File: src/rtl/cmp_scheduler.sv
// ---------------------------------------------------------------------------
// cmp_scheduler
// Sequences one shared bus comparator across NCH monitored channels. Each
// tick starts a round that visits the enabled channels in ascending order,
// runs a start/done handshake with the comparator for each one, and gathers
// sticky mismatch, timeout and overrun status.
//
// Ports
//   clk, rst      : system clock, synchronous active-high reset
//   tick          : one-cycle round-start strobe
//   ch_en         : channel enable mask, captured only at round start
//   err_clr       : clears err_vec, timeout_err, overrun (and stats)
//   cmp_start     : one-cycle start pulse to the comparator
//   cmp_sel       : channel under comparison, held until done/timeout
//   cmp_done      : comparator finished pulse
//   cmp_mismatch  : comparator result, qualified by cmp_done
//   busy          : round in progress
//   round_done    : one-cycle pulse at round completion
//   err_vec       : sticky per-channel mismatch/timeout flags
//   timeout_err   : sticky, some channel timed out
//   overrun       : sticky, tick arrived during a round
//
// Optional build macro CMP_SCHED_STATS_EN adds:
//   round_cnt     : completed rounds, 16-bit wrapping
//   miss_cnt      : overrun ticks, 8-bit saturating
// ---------------------------------------------------------------------------
module cmp_scheduler #(
    parameter int NCH     = 4,
    parameter int SEL_W   = 2,
    parameter int TIMEOUT = 16,
    parameter int TO_W    = 5
) (
    input  logic             clk,
    input  logic             rst,
    input  logic             tick,
    input  logic [NCH-1:0]   ch_en,
    input  logic             err_clr,
    output logic             cmp_start,
    output logic [SEL_W-1:0] cmp_sel,
    input  logic             cmp_done,
    input  logic             cmp_mismatch,
    output logic             busy,
    output logic             round_done,
    output logic [NCH-1:0]   err_vec,
    output logic             timeout_err,
    output logic             overrun
`ifdef CMP_SCHED_STATS_EN
    ,
    output logic [15:0]      round_cnt,
    output logic [7:0]       miss_cnt
`endif
);

    typedef enum logic [2:0] {
        IDLE   = 3'd0,
        SELECT = 3'd1,
        START  = 3'd2,
        WAIT   = 3'd3,
        NEXT   = 3'd4
    } state_t;

    state_t           state;
    state_t           state_next;
    logic [NCH-1:0]   pend_mask;
    logic [TO_W-1:0]  to_cnt;
    logic             wait_done_s;
    logic             wait_to_s;
    logic             overrun_ev_s;
    logic [NCH-1:0]   set_vec_s;

    // Index of the lowest set bit; highest index is scanned first so the
    // lowest one found is the last (and winning) assignment.
    function automatic logic [SEL_W-1:0] lowest_idx(input logic [NCH-1:0] m);
        logic [SEL_W-1:0] idx;
        idx = '0;
        for (int i = NCH - 1; i >= 0; i--) begin
            if (m[i]) begin
                idx = SEL_W'(i);
            end else begin
                idx = idx;
            end
        end
        return idx;
    endfunction

    // Handshake outcome decode; a done in the timeout cycle takes priority.
    always_comb begin
        wait_done_s  = (state == WAIT) && cmp_done;
        wait_to_s    = (state == WAIT) && !cmp_done && (to_cnt == TO_W'(TIMEOUT - 1));
        overrun_ev_s = tick && (state != IDLE);
        set_vec_s    = '0;
        for (int i = 0; i < NCH; i++) begin
            if (cmp_sel == SEL_W'(i)) begin
                set_vec_s[i] = (wait_done_s && cmp_mismatch) || wait_to_s;
            end else begin
                set_vec_s[i] = 1'b0;
            end
        end
    end

    // Next-state logic.
    always_comb begin
        state_next = state;
        case (state)
            IDLE: begin
                if (tick && (ch_en != '0)) begin
                    state_next = SELECT;
                end else begin
                    state_next = IDLE;
                end
            end
            SELECT: state_next = START;
            START:  state_next = WAIT;
            WAIT: begin
                if (wait_done_s || wait_to_s) begin
                    state_next = NEXT;
                end else begin
                    state_next = WAIT;
                end
            end
            NEXT: begin
                if (pend_mask != '0) begin
                    state_next = SELECT;
                end else begin
                    state_next = IDLE;
                end
            end
            default: state_next = IDLE;
        endcase
    end

    // State register and registered control outputs, derived from the
    // next state so they line up with the state they describe.
    always_ff @(posedge clk) begin
        if (rst) begin
            state      <= IDLE;
            cmp_start  <= 1'b0;
            busy       <= 1'b0;
            round_done <= 1'b0;
        end else begin
            state      <= state_next;
            cmp_start  <= (state_next == START);
            busy       <= (state_next != IDLE);
            round_done <= (state == NEXT) && (state_next == IDLE);
        end
    end

    // Pending mask, channel select and per-channel timeout counter.
    always_ff @(posedge clk) begin
        if (rst) begin
            pend_mask <= '0;
            cmp_sel   <= '0;
            to_cnt    <= '0;
        end else begin
            case (state)
                IDLE: begin
                    if (tick && (ch_en != '0)) begin
                        pend_mask <= ch_en;
                    end else begin
                        pend_mask <= pend_mask;
                    end
                end
                SELECT: begin
                    cmp_sel   <= lowest_idx(pend_mask);
                    // m & (m-1) drops exactly the lowest set bit
                    pend_mask <= pend_mask & (pend_mask - NCH'(1));
                end
                START: to_cnt <= '0;
                WAIT: begin
                    if (!wait_done_s && !wait_to_s) begin
                        to_cnt <= to_cnt + TO_W'(1);
                    end else begin
                        to_cnt <= to_cnt;
                    end
                end
                default: begin
                    pend_mask <= pend_mask;
                end
            endcase
        end
    end

    // Sticky status; a set event in the clear cycle survives the clear.
    always_ff @(posedge clk) begin
        if (rst) begin
            err_vec     <= '0;
            timeout_err <= 1'b0;
            overrun     <= 1'b0;
        end else begin
            err_vec     <= (err_clr ? '0 : err_vec) | set_vec_s;
            timeout_err <= (timeout_err && !err_clr) || wait_to_s;
            overrun     <= (overrun && !err_clr) || overrun_ev_s;
        end
    end

`ifdef CMP_SCHED_STATS_EN
    // Round and missed-tick statistics.
    always_ff @(posedge clk) begin
        if (rst) begin
            round_cnt <= 16'd0;
            miss_cnt  <= 8'd0;
        end else begin
            if (err_clr) begin
                round_cnt <= 16'd0;
            end else if ((state == NEXT) && (state_next == IDLE)) begin
                round_cnt <= round_cnt + 16'd1;
            end else begin
                round_cnt <= round_cnt;
            end
            if (err_clr) begin
                miss_cnt <= 8'd0;
            end else if (overrun_ev_s && (miss_cnt != 8'hFF)) begin
                miss_cnt <= miss_cnt + 8'd1;
            end else begin
                miss_cnt <= miss_cnt;
            end
        end
    end
`endif

endmodule

File: config.mk
export PLATFORM = sky130hd
export DESIGN_NAME = cmp_scheduler
export DESIGN_NICKNAME = d
export VERILOG_FILES = /design/src/rtl/cmp_scheduler.sv
export SDC_FILE = /design/constraint.sdc
export NUM_CORES = 1
export LEC_CHECK = 0
export ABC_CLOCK_PERIOD_IN_PS = 1900
export BUFFER_PORTS_ARGS = -buffer_cell sky130_fd_sc_hd__buf_2
export CORE_MARGIN = 2
export CORE_UTILIZATION = 47
export DETAILED_ROUTE_END_ITERATION = 16
export PLACE_DENSITY_LB_ADDON = 0.2
export SLEW_MARGIN = 5
export SYNTH_ARGS = -nofsm -noshare
export SYNTH_HDL_FRONTEND = slang
export SYNTH_SLANG_ARGS = --single-unit
File: constraint.sdc
create_clock -name clk -period 1.9 [get_ports clk]
set_input_delay 0.38 -clock clk [delete_from_list [all_inputs] [get_ports clk]]
set_output_delay 0.38 -clock clk [all_outputs]
set_load 0.02 [all_outputs]
==> results of run 1 <==
-- what timing repair did --
item / in CTS / in global routing
gates resized for setup: 0 / 4
endpoints found under the setup margin: 0 / 4
hold buffers: 0 / 0
-- sequential cells by signal, summed over array words and instances (netlist names) --
signal / cells
to_cnt: 5
overrun: 1
state: 3
round_done: 1
cmp_sel: 2
cmp_start: 1
err_vec: 4
pend_mask: 4
timeout_err: 1
busy: 1
-- synthesized netlist by cell type, types with 2 or more instances --
cell / number / area [um^2]
or4_1: 4 / 30.03
a21oi_1: 15 / 75.07
buf_2: 3 / 15.01
dfxtp_1: 23 / 460.4
inv_1: 4 / 15.01
o221ai_1: 3 / 26.28
ha_1: 2 / 25.02
nor2b_1: 2 / 12.51
nand3b_1: 2 / 15.01
nand4b_1: 2 / 17.52
a32oi_1: 3 / 26.28
nor3_1: 2 / 10.01
a2111oi_0: 2 / 17.52
nand4_1: 3 / 18.77
clkbuf_1: 4 / 15.01
o21ai_0: 3 / 15.01
nand2b_1: 2 / 12.51
or3_1: 2 / 12.51
nor2_1: 7 / 26.28
nand2_1: 15 / 56.30
o31ai_1: 3 / 22.52
-- how the worst max path moves through the flow --
stage	start	end	cells past startpoint
after global routing	to_cnt[0]	to_cnt[4]	6
after detailed placement	to_cnt[0]	to_cnt[4]	6
after global placement	to_cnt[0]	to_cnt[4]	6
after floorplan	to_cnt[0]	to_cnt[4]	6
after CTS	to_cnt[0]	to_cnt[4]	6
final	to_cnt[0]	to_cnt[4]	6
-- through the flow --
stage | setup slack (ps) | util [%]
CTS | 26.90 | 55.77
global placement | 125.0 | 54.56
global route | 8.475 | 56.29
finish | 78.31 | 56.29
detailed placement | 52.03 | 54.56
floorplan | 78.04 | -
-- area by class of cell --
| class | count | area [um^2] |
|---|---|---|
| well taps | 28 | 35.03 |
| flip-flops and latches | 23 | 461.7 |
| clock buffers | 4 | 26.28 |
| fillers | 200 | 948.4 |
| repair buffers | 24 | 130.1 |
| inverters | 4 | 15.01 |
| multi-input cells | 88 | 553.0 |
-- cell families (layout without fill, tap and decap cells) --
family,Yosys count,count (layout)
and+or+nand+nor,49,49
AOI/OAI and AO/OA,36,36
DFF,23,23
adders and majority gates,2,2
buffers and inverters,11,32
muxes,1,1
-- worst min-delay path, cell delays in order --
cell and delay [ps]:
buf_2 110, nand2_1 50, a21oi_1 50
-- per-layer routing --
metal	up-vias	global-route usage (%)
met5	-	0
met4	0	11.40
met3	4	3.509
met2	29	31.17
met1	466	22.47
li1	498	-
-- power by group through the flow --
stage / clock, mW / sequential [mW] / combinational [mW]
after floorplan: 0 / 0.535 / 0.0989
after global routing: 0.250 / 0.528 / 0.166
after CTS: 0.226 / 0.524 / 0.148
after global placement: 0 / 0.533 / 0.147
after detailed placement: 0 / 0.534 / 0.148
final: 0.215 / 0.525 / 0.150
==> out/results.ini, run 1 <==
[critical_path]
worstPathMaxFanout=4
worst-setup-path-type=flop to flop
max_stage_delay_ps=510
r2r_end=to_cnt[4]
path_cells=ha_2 > and3_1 > ha_1 > o21a_1 > or4_4 > a21oi_2
crit_family=simple AND/OR/NAND/NOR gates
start_kind=flop
critPathBufInv=0
cp_slowest_cell=or4_4
arrival_ps=2060
regToRegStartpoint=to_cnt[0]
rr_worst_depth=6
reg2reg_setup_slack_ps=80
crit_path_end_kind=flop
critical_path_required_ps=2140

[yosys]
synth-seq-cells=23
synth_nets=134
synth_fa_ha_area_share_pct=2.387
syn_inst=122
async_reset_ff_share_pct=0
netlist_area_um2=1049
avgSynthCellArea_um2=8.594
ys_types=37
yosysWarnings=0
synth_top_family_by_area=simple AND/OR/NAND/NOR gates
synth_compound_area_share_pct=22.43
yosys-mux-area-fraction_pct=1.074
synth_ff_type=dfxtp_1
synth_edf_count=0
synthSimpleGateAreaFrac_pct=25.89
seq_area_frac_synth_pct=43.91
synth-xor-area-share_pct=0

[clocking]
cts.sink_count=23
cts_root_buf=clkbuf_4
postCtsSetupBuffers=0
tritoncts=yes
cts_made_buffers=3
clockBufferDepth=2
htree_levels=1
clk-insertion-delay-late_ps=300
clkTransAtPathRegs_ps=120

[min_path]
hp-class=input pin to flop
hold_depth=3
hold_start=ch_en[1]
min_to=pend_mask[1]

[routing]
drt_pass1_iterations=4
drtIter0Drc=11
antenna_left=0
vias=997
dr_wl_met2_mm=1.075
topRoutingLayerUsed=met4
wl_met1_mm=1.000
drc=0
wl_per_cell_um=12.81
wl_mm=2.191
vias_per_cell=5.830
wl_met3_um=91

[sta]
fin_crit_sh_pct=95.88
setup_viol=0
finalCriticalPeriod_ps=1822
holdWs_ps=323.9
finalHoldViolCount=0
final.setup.tns_ps=0
fin_skew_ps=1.054
relSlewSlack_pct=61.47
worst_pin_slew_ps=572.7
rsz0062_at_grt=no
slew_viol_final=0
max_freq_mhz=548.9

[place]
placed_area_um2=1184
port_buffers=20
dp_hpwl_mm=1.555
gp_congestion=0.8672
dpl.cell_count=167

[power]
switching_share_pct=27.61
p_leak_nw=0.4735
power_frac_comb_pct=16.9
switchingPower_uw=245.7
p_per_area_nw_per_um2=728.7
peakVddDrop_v=0.0005441
p_seq_share_pct=59.0
p_clk_share_pct=24.2
internal_power_uw=644.2
power.total_uw=889.9

[final_layout]
final_area_um2=1221
final_cells=171
drive_gt1_share_pct=23.08
area_delta_synth_final_pct=16.47
final_common_cell=dfxtp_1
final_cell_mix=22 x dfxtp_1, 20 x buf_2, 15 x nand2_1, 14 x a21oi_1, 7 x nor2_1
insertedDiodeCount=0
layout.nets=156

[global_route]
grt_max_degree=23
gr-usage-all-layers_pct=18.80
grt_pass1_wl_mm=3.781
globalRouteOverflowTotal=0
antenna_found_initial=0
first_global_vias=930

[floorplan]
fp-row-count=17
core_um2=2170
die_y_um=51.23
start_util_pct=48.33
die-area_um2=2625
boundaryPins=21
die_width_um=51.23

[status]
run_status=completed

[job]
maxCapViolations=0

Power figures use the tool's default switching activity.
==> inputs of run 2 (changes only) <==
ABC_CLOCK_PERIOD_IN_PS = 1700   (was 1900)
CORE_UTILIZATION = 50   (was 47)
MAX_ROUTING_LAYER = met4   (was not set)
clock period = 1.7 ns   (was 1.9 ns; I/O delays follow)
==> out/results.ini, run 2 (synthesized netlist as in run 1, its figures left out) <==
[status]
run_status=complete, but fails checks  ; was completed
violations=setup timing

[final_layout]
layout.nets=160  ; was 156
final_cell_mix=21 x dfxtp_1, 20 x buf_2, 15 x nand2_1, 14 x a21oi_1, 8 x buf_4  ; was 22 x dfxtp_1, 20 x buf_2, 15 x nand2_1, 14 x a21oi_1, 7 x nor2_1
drive_gt1_share_pct=27.21  ; was 23.08%
top_regs=to_cnt (5), err_vec (4), pend_mask (4)  ; unchanged
fill_cells=185  ; was 200
final_cells=174  ; was 171
area_delta_synth_final_pct=21.96  ; was 16.47%
final_common_cell=dfxtp_1  ; unchanged
largest_register_ffs=5  ; unchanged
final_util_pct=65.18  ; was 56.29%
largest-register=to_cnt  ; unchanged
insertedDiodeCount=0  ; unchanged

[clocking]
tritoncts=yes  ; unchanged
clkTransAtPathRegs_ps=120  ; about the same
clockBufferDepth=2  ; unchanged
htree_levels=1  ; unchanged
cts_made_buffers=3  ; unchanged
clk-insertion-delay-late_ps=300  ; about the same
cts_hold_buf=0  ; unchanged
cts.sink_count=23  ; unchanged
cts_root_buf=clkbuf_4  ; unchanged

[place]
place_ws_ps=-40.54  ; was 52.03 ps
dp_hpwl_mm=1.659  ; was 1.555 mm
gp_congestion=0.8427  ; was 0.8672
port_buffers=20  ; unchanged
dpl.cell_count=170  ; was 167

[global_route]
first_global_vias=911  ; was 930
antenna_found_initial=0  ; unchanged
gr-usage-met1_pct=23.91  ; was 22.47%
grt_max_degree=23  ; unchanged
gr-usage-all-layers_pct=19.57  ; was 18.80%
grt.met2_usage_pct=32.67  ; was 31.17%
grt_pass1_wl_mm=3.788  ; was 3.781 mm
busiest_layer=met2  ; unchanged
grt_use_met3_pct=2.727  ; was 3.509%
globalRouteOverflowTotal=0  ; unchanged

[sta]
fin_crit_sh_pct=101.5  ; was 95.88%
setup_viol=1  ; was 0
worst_pin_slew_ps=383.1  ; was 572.7 ps
slew_viol_final=0  ; unchanged
relSlewSlack_pct=73.80  ; was 61.47%
rsz0062_at_grt=yes  ; was no
finalCriticalPeriod_ps=1726  ; was 1822 ps
final.setup.worst_slack_ps=-26.09  ; was 78.31 ps
fin_skew_ps=6.286  ; was 1.054 ps
finalHoldViolCount=0  ; unchanged
max_freq_mhz=579.3  ; was 548.9 MHz

[power]
power_frac_comb_pct=17.3  ; was 16.9%
switching_share_pct=27.58  ; was 27.61%
power.total_mw=1.001  ; was 889.9 uW
p_seq_share_pct=58.6  ; was 59.0%
switchingPower_uw=276.1  ; was 245.7 uW
p_per_area_nw_per_um2=782.7  ; was 728.7 nW/um^2
p_clk_share_pct=24.1  ; was 24.2%
peakVddDrop_v=0.0006658  ; was 0.0005441 V
internal_power_uw=724.8  ; was 644.2 uW
p_leak_nw=0.4936  ; was 0.4735 nW

[job]
maxCapViolations=0  ; unchanged

[routing]
drtIter0Drc=8  ; was 11
antenna_left=0  ; unchanged
wl_mm=2.197  ; was 2.191 mm
wl_per_cell_um=12.63  ; was 12.81 um
drc=0  ; unchanged
vias=1005  ; was 997
vias_per_cell=5.776  ; was 5.830
drt_pass1_iterations=4  ; unchanged

[critical_path]
critPathBufInv=0  ; unchanged
cp_slowest_cell=or4_4  ; unchanged
worst-setup-path-type=flop to flop  ; unchanged
start_kind=flop  ; unchanged
crit_family=simple AND/OR/NAND/NOR gates  ; unchanged
max_stage_delay_ps=520  ; was 510 ps
crit_path_end_kind=flop  ; unchanged
arrival_ps=1970  ; was 2060 ps
cp_common_cell=ha_4
path_cells=ha_4 > and3_4 > ha_4 > o21a_1 > or4_4 > a21oi_2  ; was ha_2 > and3_1 > ha_1 > o21a_1 > or4_4 > a21oi_2
critical_path_required_ps=1940  ; was 2140 ps
worstPathMaxFanout=4  ; unchanged

[floorplan]
start_util_pct=53.44  ; was 48.33%
core_um2=1962  ; was 2170 um^2
boundaryPins=21  ; unchanged
fp-row-count=16  ; was 17
die-area_um2=2480  ; was 2625 um^2
die_y_um=49.80  ; was 51.23 um
die_width_um=49.80  ; was 51.23 um

[min_path]
hp-class=input pin to flop  ; unchanged

-- run 2: changes by cell type in the layout (fill, tap and decap cells not counted) --
cell	change
buf_4	+4
ha_2	-1
ha_4	+2
dfxtp_2	+1
and3_4	+1
ha_1	-1
and3_1	-1
dfxtp_1	-1
-- run 2: worst paths after layout --
check	startpoint	to	slack (ps)	cells past startpoint
worst max-delay path	to_cnt[0]	to_cnt[4]	-30	6
worst min-delay path	ch_en[1]	pend_mask[1]	300	3
worst max register to register	to_cnt[0]	to_cnt[4]	-30	6
worst min register to register	err_vec[2]	err_vec[2]	460	2
-- run 2: area by class of cell --
| type | instances | area, um^2 | share of cell area (%) |
|---|---|---|---|
| Tap cell | 27 | 33.78 | 2.642 |
| Clock buffer | 4 | 26.28 | 2.055 |
| Sequential cell | 23 | 462.9 | 36.20 |
| Multi-Input combinational cell | 88 | 580.6 | 45.40 |
| Timing Repair Buffer | 28 | 160.2 | 12.52 |
| Inverter | 4 | 15.01 | 1.174 |
-- run 2: timing repair --
item,in CTS,in global routing
buffers inserted,0,0
gates resized for setup,0,2
pin swaps,7,2
endpoints found under the setup margin,2,1
-- run 2: per-layer routing --
layer	vias up	share of wire, %
met5	-	0
met1	475	46
met4	0	0.64
li1	508	-
met2	20	49
met3	2	4.4
-- run 2: tightest hold or removal path: cells and delay by family --
family	cells	cell delay [ps]
AO/OA/AOI/OAI	1	50
buffers and inverters	1	110
AND/OR/NAND/NOR	1	60
-- run 2: through the flow --
stage                     setup TNS [ps]  area, um^2  hold WS [ps]
final                             -26.09        1279         302.5
after global routing              -90.85        1279         293.1
after CTS                         -52.00        1271         290.5
after detailed placement          -40.54        1245         446.8
after global placement                 0        1245         443.3
after floorplan                   -8.358        1081         423.1
-- run 2: power groups by stage --
stage          Combinational, mW  Sequential (mW)  Clock (mW)
4_1_cts                    0.173            0.587       0.252
2_1_floorplan              0.111            0.598           0
5_1_grt                    0.190            0.593       0.278
6_report                   0.173            0.587       0.241
3_3_place_gp               0.168            0.598           0
3_5_place_dp               0.172            0.599           0
